==> src/rtl/prog_loader.sv <==
// prog_loader: streams a program image (LEN, D[0..N-1], CK) byte by byte into
// the program memory write port, holding the CPU in reset until the image has
// been received with a good checksum plus HOLD_CYCLES settling cycles.
//
// Ports:
//   clk        system clock, rising edge
//   reset      synchronous, active-high
//   in_valid   byte source presents in_data
//   in_data    stream byte
//   in_ready   loader accepts; transfer when in_valid && in_ready at clk
//   wr_en      program memory write strobe (one cycle per data byte)
//   wr_addr    program memory write address
//   wr_data    program memory write data
//   cpu_reset  CPU reset, low only while running
//   done       image loaded and CPU running
//   error      last image failed its checksum
module prog_loader #(
  parameter logic [7:0]  START_ADDR  = 8'h00,
  parameter int unsigned HOLD_CYCLES = 4
) (
  input  logic       clk,
  input  logic       reset,
  input  logic       in_valid,
  input  logic [7:0] in_data,
  output logic       in_ready,
  output logic       wr_en,
  output logic [7:0] wr_addr,
  output logic [7:0] wr_data,
  output logic       cpu_reset,
  output logic       done,
  output logic       error
);

  localparam int unsigned HW = (HOLD_CYCLES > 1) ? $clog2(HOLD_CYCLES) : 1;

  typedef enum logic [2:0] {
    S_IDLE, S_LOAD, S_CHECK, S_HOLD, S_RUN, S_ERROR
  } state_e;

  state_e        state_q, state_d;
  logic [8:0]    len_q, len_d;      // N, 1..256
  logic [8:0]    index_q, index_d;  // bytes written so far in this image
  logic [7:0]    sum_q, sum_d;
  logic [HW-1:0] hold_q, hold_d;

  logic       in_ready_q, in_ready_d;
  logic       wr_en_q, wr_en_d;
  logic [7:0] wr_addr_q, wr_addr_d;
  logic [7:0] wr_data_q, wr_data_d;
  logic       cpu_reset_q, cpu_reset_d;
  logic       done_q, done_d;
  logic       error_q, error_d;

  logic       xfer;
  logic [7:0] ck_sum;

  assign xfer = in_valid && in_ready_q;

  always_comb begin
    state_d   = state_q;
    len_d     = len_q;
    index_d   = index_q;
    sum_d     = sum_q;
    hold_d    = hold_q;
    wr_en_d   = 1'b0;
    wr_addr_d = wr_addr_q;
    wr_data_d = wr_data_q;
    ck_sum    = sum_q + in_data;

    case (state_q)
      S_IDLE, S_ERROR: begin
        if (xfer) begin
          len_d   = (in_data == 8'h00) ? 9'd256 : {1'b0, in_data};
          index_d = '0;
          sum_d   = '0;
          state_d = S_LOAD;
        end
      end
      S_LOAD: begin
        if (xfer) begin
          wr_en_d   = 1'b1;
          wr_addr_d = START_ADDR + index_q[7:0];
          wr_data_d = in_data;
          sum_d     = ck_sum;
          index_d   = index_q + 9'd1;
          // Counting up against N replaces a separate remaining counter.
          if (index_q == len_q - 9'd1) state_d = S_CHECK;
        end
      end
      S_CHECK: begin
        if (xfer) begin
          hold_d  = HW'(HOLD_CYCLES - 1);
          state_d = (ck_sum == '0) ? S_HOLD : S_ERROR;
        end
      end
      S_HOLD: begin
        if (hold_q == '0) state_d = S_RUN;
        else              hold_d  = hold_q - HW'(1);
      end
      S_RUN:   state_d = S_RUN;
      default: state_d = S_IDLE;
    endcase

    // Status outputs are registered decodes of the next state, so they
    // change on the same edge as the state and never glitch.
    in_ready_d  = (state_d == S_IDLE) || (state_d == S_LOAD) ||
                  (state_d == S_CHECK) || (state_d == S_ERROR);
    cpu_reset_d = (state_d != S_RUN);
    done_d      = (state_d == S_RUN);
    error_d     = (state_d == S_ERROR);
  end

  always_ff @(posedge clk) begin
    if (reset) begin
      state_q     <= S_IDLE;
      len_q       <= '0;
      index_q     <= '0;
      sum_q       <= '0;
      hold_q      <= '0;
      in_ready_q  <= 1'b0;
      wr_en_q     <= 1'b0;
      wr_addr_q   <= START_ADDR;
      wr_data_q   <= '0;
      cpu_reset_q <= 1'b1;
      done_q      <= 1'b0;
      error_q     <= 1'b0;
    end else begin
      state_q     <= state_d;
      len_q       <= len_d;
      index_q     <= index_d;
      sum_q       <= sum_d;
      hold_q      <= hold_d;
      in_ready_q  <= in_ready_d;
      wr_en_q     <= wr_en_d;
      wr_addr_q   <= wr_addr_d;
      wr_data_q   <= wr_data_d;
      cpu_reset_q <= cpu_reset_d;
      done_q      <= done_d;
      error_q     <= error_d;
    end
  end

  assign in_ready  = in_ready_q;
  assign wr_en     = wr_en_q;
  assign wr_addr   = wr_addr_q;
  assign wr_data   = wr_data_q;
  assign cpu_reset = cpu_reset_q;
  assign done      = done_q;
  assign error     = error_q;

endmodule

==> config.mk <==
export PLATFORM = sky130hd
export DESIGN_NAME = prog_loader
export DESIGN_NICKNAME = d
export VERILOG_FILES = /design/src/rtl/prog_loader.sv
export SDC_FILE = /design/constraint.sdc
export NUM_CORES = 1
export LEC_CHECK = 0
export ABC_AREA = 0
export CORE_ASPECT_RATIO = 0.5
export CORE_MARGIN = 2
export CORE_UTILIZATION = 45
export DETAILED_ROUTE_END_ITERATION = 6
export GPL_TIMING_DRIVEN = 1
export HOLD_SLACK_MARGIN = 0.12
export PLACE_DENSITY = 0.72
export SLEW_MARGIN = 20
export SYNTH_ARGS = -nofsm -noshare
export SYNTH_HDL_FRONTEND = slang
export SYNTH_SLANG_ARGS = --single-unit
==> constraint.sdc <==
create_clock -name clk -period 2.35 [get_ports clk]
set_input_delay 0.235 -clock clk [delete_from_list [all_inputs] [get_ports clk]]
set_output_delay 0.235 -clock clk [all_outputs]
set_load 0.02 [all_outputs]
==> flow_summary.yaml <==
worst_hold_path:
  min_to: "wr_addr[3]"
  min_path_type: "register to register"
  hold_depth: 2
  hold_start: "wr_addr[3]"
cts:
  worstSkewPairLatency_ps: 290
  cts-root-buf: "clkbuf_16"
  cts_max_path_buffers: 2
  htree_levels: 2
  cts_buffers: 5
  cts_tree: "done"
  clkSinkCount: 52
  clk_pin_slew_worst_paths_ps: 70
synthesis:
  synth_seq_cells: 52
  syn_area_um2: 2660
  synth_top_area_cell: "dfxtp_1"
  synthCells: 316
  avgSynthCellArea_um2: 8.42
  ys_warn_count: 0
  ys_seq_area_share_pct: 39.1
  synth_top_area_share_pct: 39.1
  syn-num-nets: 338
  synthTopCellsByArea: "dfxtp_1 (39%), nand2_1 (6.9%), a21oi_1 (5.3%)"
  ys_types: 51
routing:
  vias: 2427
  remaining_drc_errors: 0
  drtAntennaViolNets: 0
  vias_per_cell: 5.49
  first_iter_violations: 106
  drt_pass1_iterations: 4
  totalWireLength_um: 6470
  wl_per_cell_um: 14.6
setup_path:
  setup.worst_path.class: "register to register"
  timing.rr.end: "cpu_reset"
  reg2reg_slack_ps: -5
  cp.required_ps: 2530
  r2r-start: "sum_q[0]"
  cp_cell_sequence: "ha_4 > fa_2 > and3_4 > o21a_1 > o311ai_2 > nor4_2 > buf_4 > a31oi_4 > o21ai_4 > or2_1"
  max_stage_delay_ps: 350
  cp_slowest_cell: "fa_2"
  reg2regPathDepth: 10
  critPathMaxFanout: 4
  end_kind: "register"
  cp-start-kind: "register"
  crit_arrival_ps: 2530
floorplan:
  dieHeight_um: 58.4
  dieArea_um2: 6580
  die_w_um: 113
  rows: 19
  ios: 32
  coreArea_um2: 5590
  start_util_pct: 47.6
outcome:
  violations: "negative setup slack"
  status: "finished with violations"
job:
  drv_cap: 0
cells_and_area:
  regArea_um2: 1040
  drive_gt1_share_pct: 16.0
  diodes: 0
  finish.instance_area_um2: 3450
  final.fill_count: 464
  fin_cells: 442
  multiInputGateArea_um2: 1590
  syn_to_final_growth_pct: 29.8
  fin_nets: 390
  final_util_pct: 61.8
timing:
  min_period_ps: 2360
  rsz0062_at_grt: "true"
  holdWs_ps: 453
  report.final.slew_viol_count: 0
  fin_skew_ps: 2.99
  setup_viol: 1
  relSlewSlack_pct: 73.0
  post-route-period-util_pct: 100
  setup_slack_ps: -5.40
  tightest_slew_ps: 402
  hold_violations: 0
  max_freq_ghz: 0.425
placement:
  gp_congestion: 0.937
  port-buffer-count: 31
  place_area_um2: 3210
  place_inst: 433
  dpl.hpwl_um: 4650
power:
  totalPowerFinal_mw: 2.09
  power_density_nw_per_um2: 605
  ir_worst_vdd_mv: 0.345
  p_leak_nw: 1.31
global_routing:
  grt_usage_pct: 19.9
  grt_max_degree: 27
  grt-ovfl-total: 0
  grt_pass1_vias: 2198
  grt_pass1_wl_um: 10400
  antenna_found_initial: 0
[synthesized netlist by cell type (all sizes together)]
master   instances
dfxtp           52
nand2           49
nor2            34
a21oi           28
nor3            14
xor2            13
ha              10
clkbuf           9
xnor2            9
inv              8
buf              7
mux2i            7
nand3            6
a22oi            5
a31oi            5
and3             5
nand2b           5
nor2b            5
nor3b            5
nor4             5
o31ai            5
a211oi           4
o211ai           3
o21ai            3
a21boi           2
a31o             2
nand4            2
nor4bb           2
or2              2
a21o             1
a221oi           1
a41oi            1
and4             1
fa               1
nand3b           1
o21a             1
o2bb2ai          1
o311ai           1
or3              1
[report_power, final]
part	switching (mW)	internal (mW)
logic	0.181	0.157
registers	0.0294	0.903
clock network	0.316	0.501
total	0.526	1.56
[worst max-delay path: cells and delay by family (launching register included)]
family | cells | cell delay, ps
simple gates | 3 | 480
fa+ha+maj | 2 | 510
flops | 1 | 330
compound gates | 4 | 760
buf+inv | 1 | 160
[logic make-up (layout without fill, tap and decap cells)]
| kind of cell | after synthesis | after routing | share of synthesized area, % |
|---|---|---|---|
| flops | 52 | 52 | 39.1 |
| compound gates | 63 | 63 | 15.1 |
| simple gates | 137 | 137 | 26.4 |
| fa+ha+maj | 11 | 11 | 5.45 |
| mux | 7 | 7 | 2.63 |
| buf+inv | 24 | 77 | 4.04 |
| xor+xnor | 22 | 22 | 7.24 |
[cell usage in the layout, fill, tap and decap left out, types with 4 or more instances in the layout]
cell | netlist | routed
ha_1 | 10 | 9
nor3_1 | 11 | 11
a21oi_1 | 28 | 28
inv_1 | 8 | 8
dfxtp_1 | 52 | 51
a22oi_1 | 5 | 5
nand3_1 | 6 | 6
nand2_1 | 49 | 49
clkbuf_16 | 0 | 5
mux2i_1 | 7 | 7
clkdlybuf4s50_1 | 0 | 29
nor2_1 | 34 | 34
nand2b_1 | 5 | 5
o31ai_1 | 5 | 4
buf_4 | 1 | 29
nor2b_1 | 4 | 4
xor2_1 | 13 | 13
xnor2_1 | 9 | 9
[routing by layer]
metal	GRT usage, %	part of all wire, %
met5	0	0
met4	6.45	0.94
met3	3.40	6.9
met2	33.3	46
met1	26.8	47
[stage by stage]
step | worst slack [ps] | TNS [ps]
2_1_floorplan | 82.9 | 0
3_3_place_gp | -568 | -3120
3_5_place_dp | -666 | -3800
4_1_cts | -66.5 | -261
5_1_grt | -84.9 | -308
6_report | -5.40 | -5.40
[registers in the layout, indices dropped and copies added (netlist names)]
signal     cells
index_q        9
hold_q         2
len_q          9
cpu_reset      1
wr_en          1
error          1
in_ready       1
state_q        3
done           1
sum_q          8
wr_data        8
wr_addr        8
[how the worst max path moves through the flow]
stage	from	to
floorplan	sum_q[0]	cpu_reset
global placement	in_data[0]	cpu_reset
detailed placement	in_data[0]	cpu_reset
CTS	sum_q[0]	cpu_reset
global route	sum_q[0]	in_ready
finish	sum_q[0]	cpu_reset
[area by class of cell]
type / instances / share of cell area (%)
clock buffer: 6 / 3.73
clock inverter: 2 / 1.01
inverter: 8 / 0.870
multi-input combinational: 240 / 46.0
sequential: 52 / 30.2
tap: 73 / 2.64
timing repair buffer: 61 / 15.5
[timing repair]
action / in CTS / in global routing
hold buffers: 0 / 0
setup endpoints to repair: 6 / 6
gates resized for setup: 12 / 4
setup buffers: 0 / 1
pin swaps: 5 / 3
No activity file was read; power rests on OpenSTA's default activity.
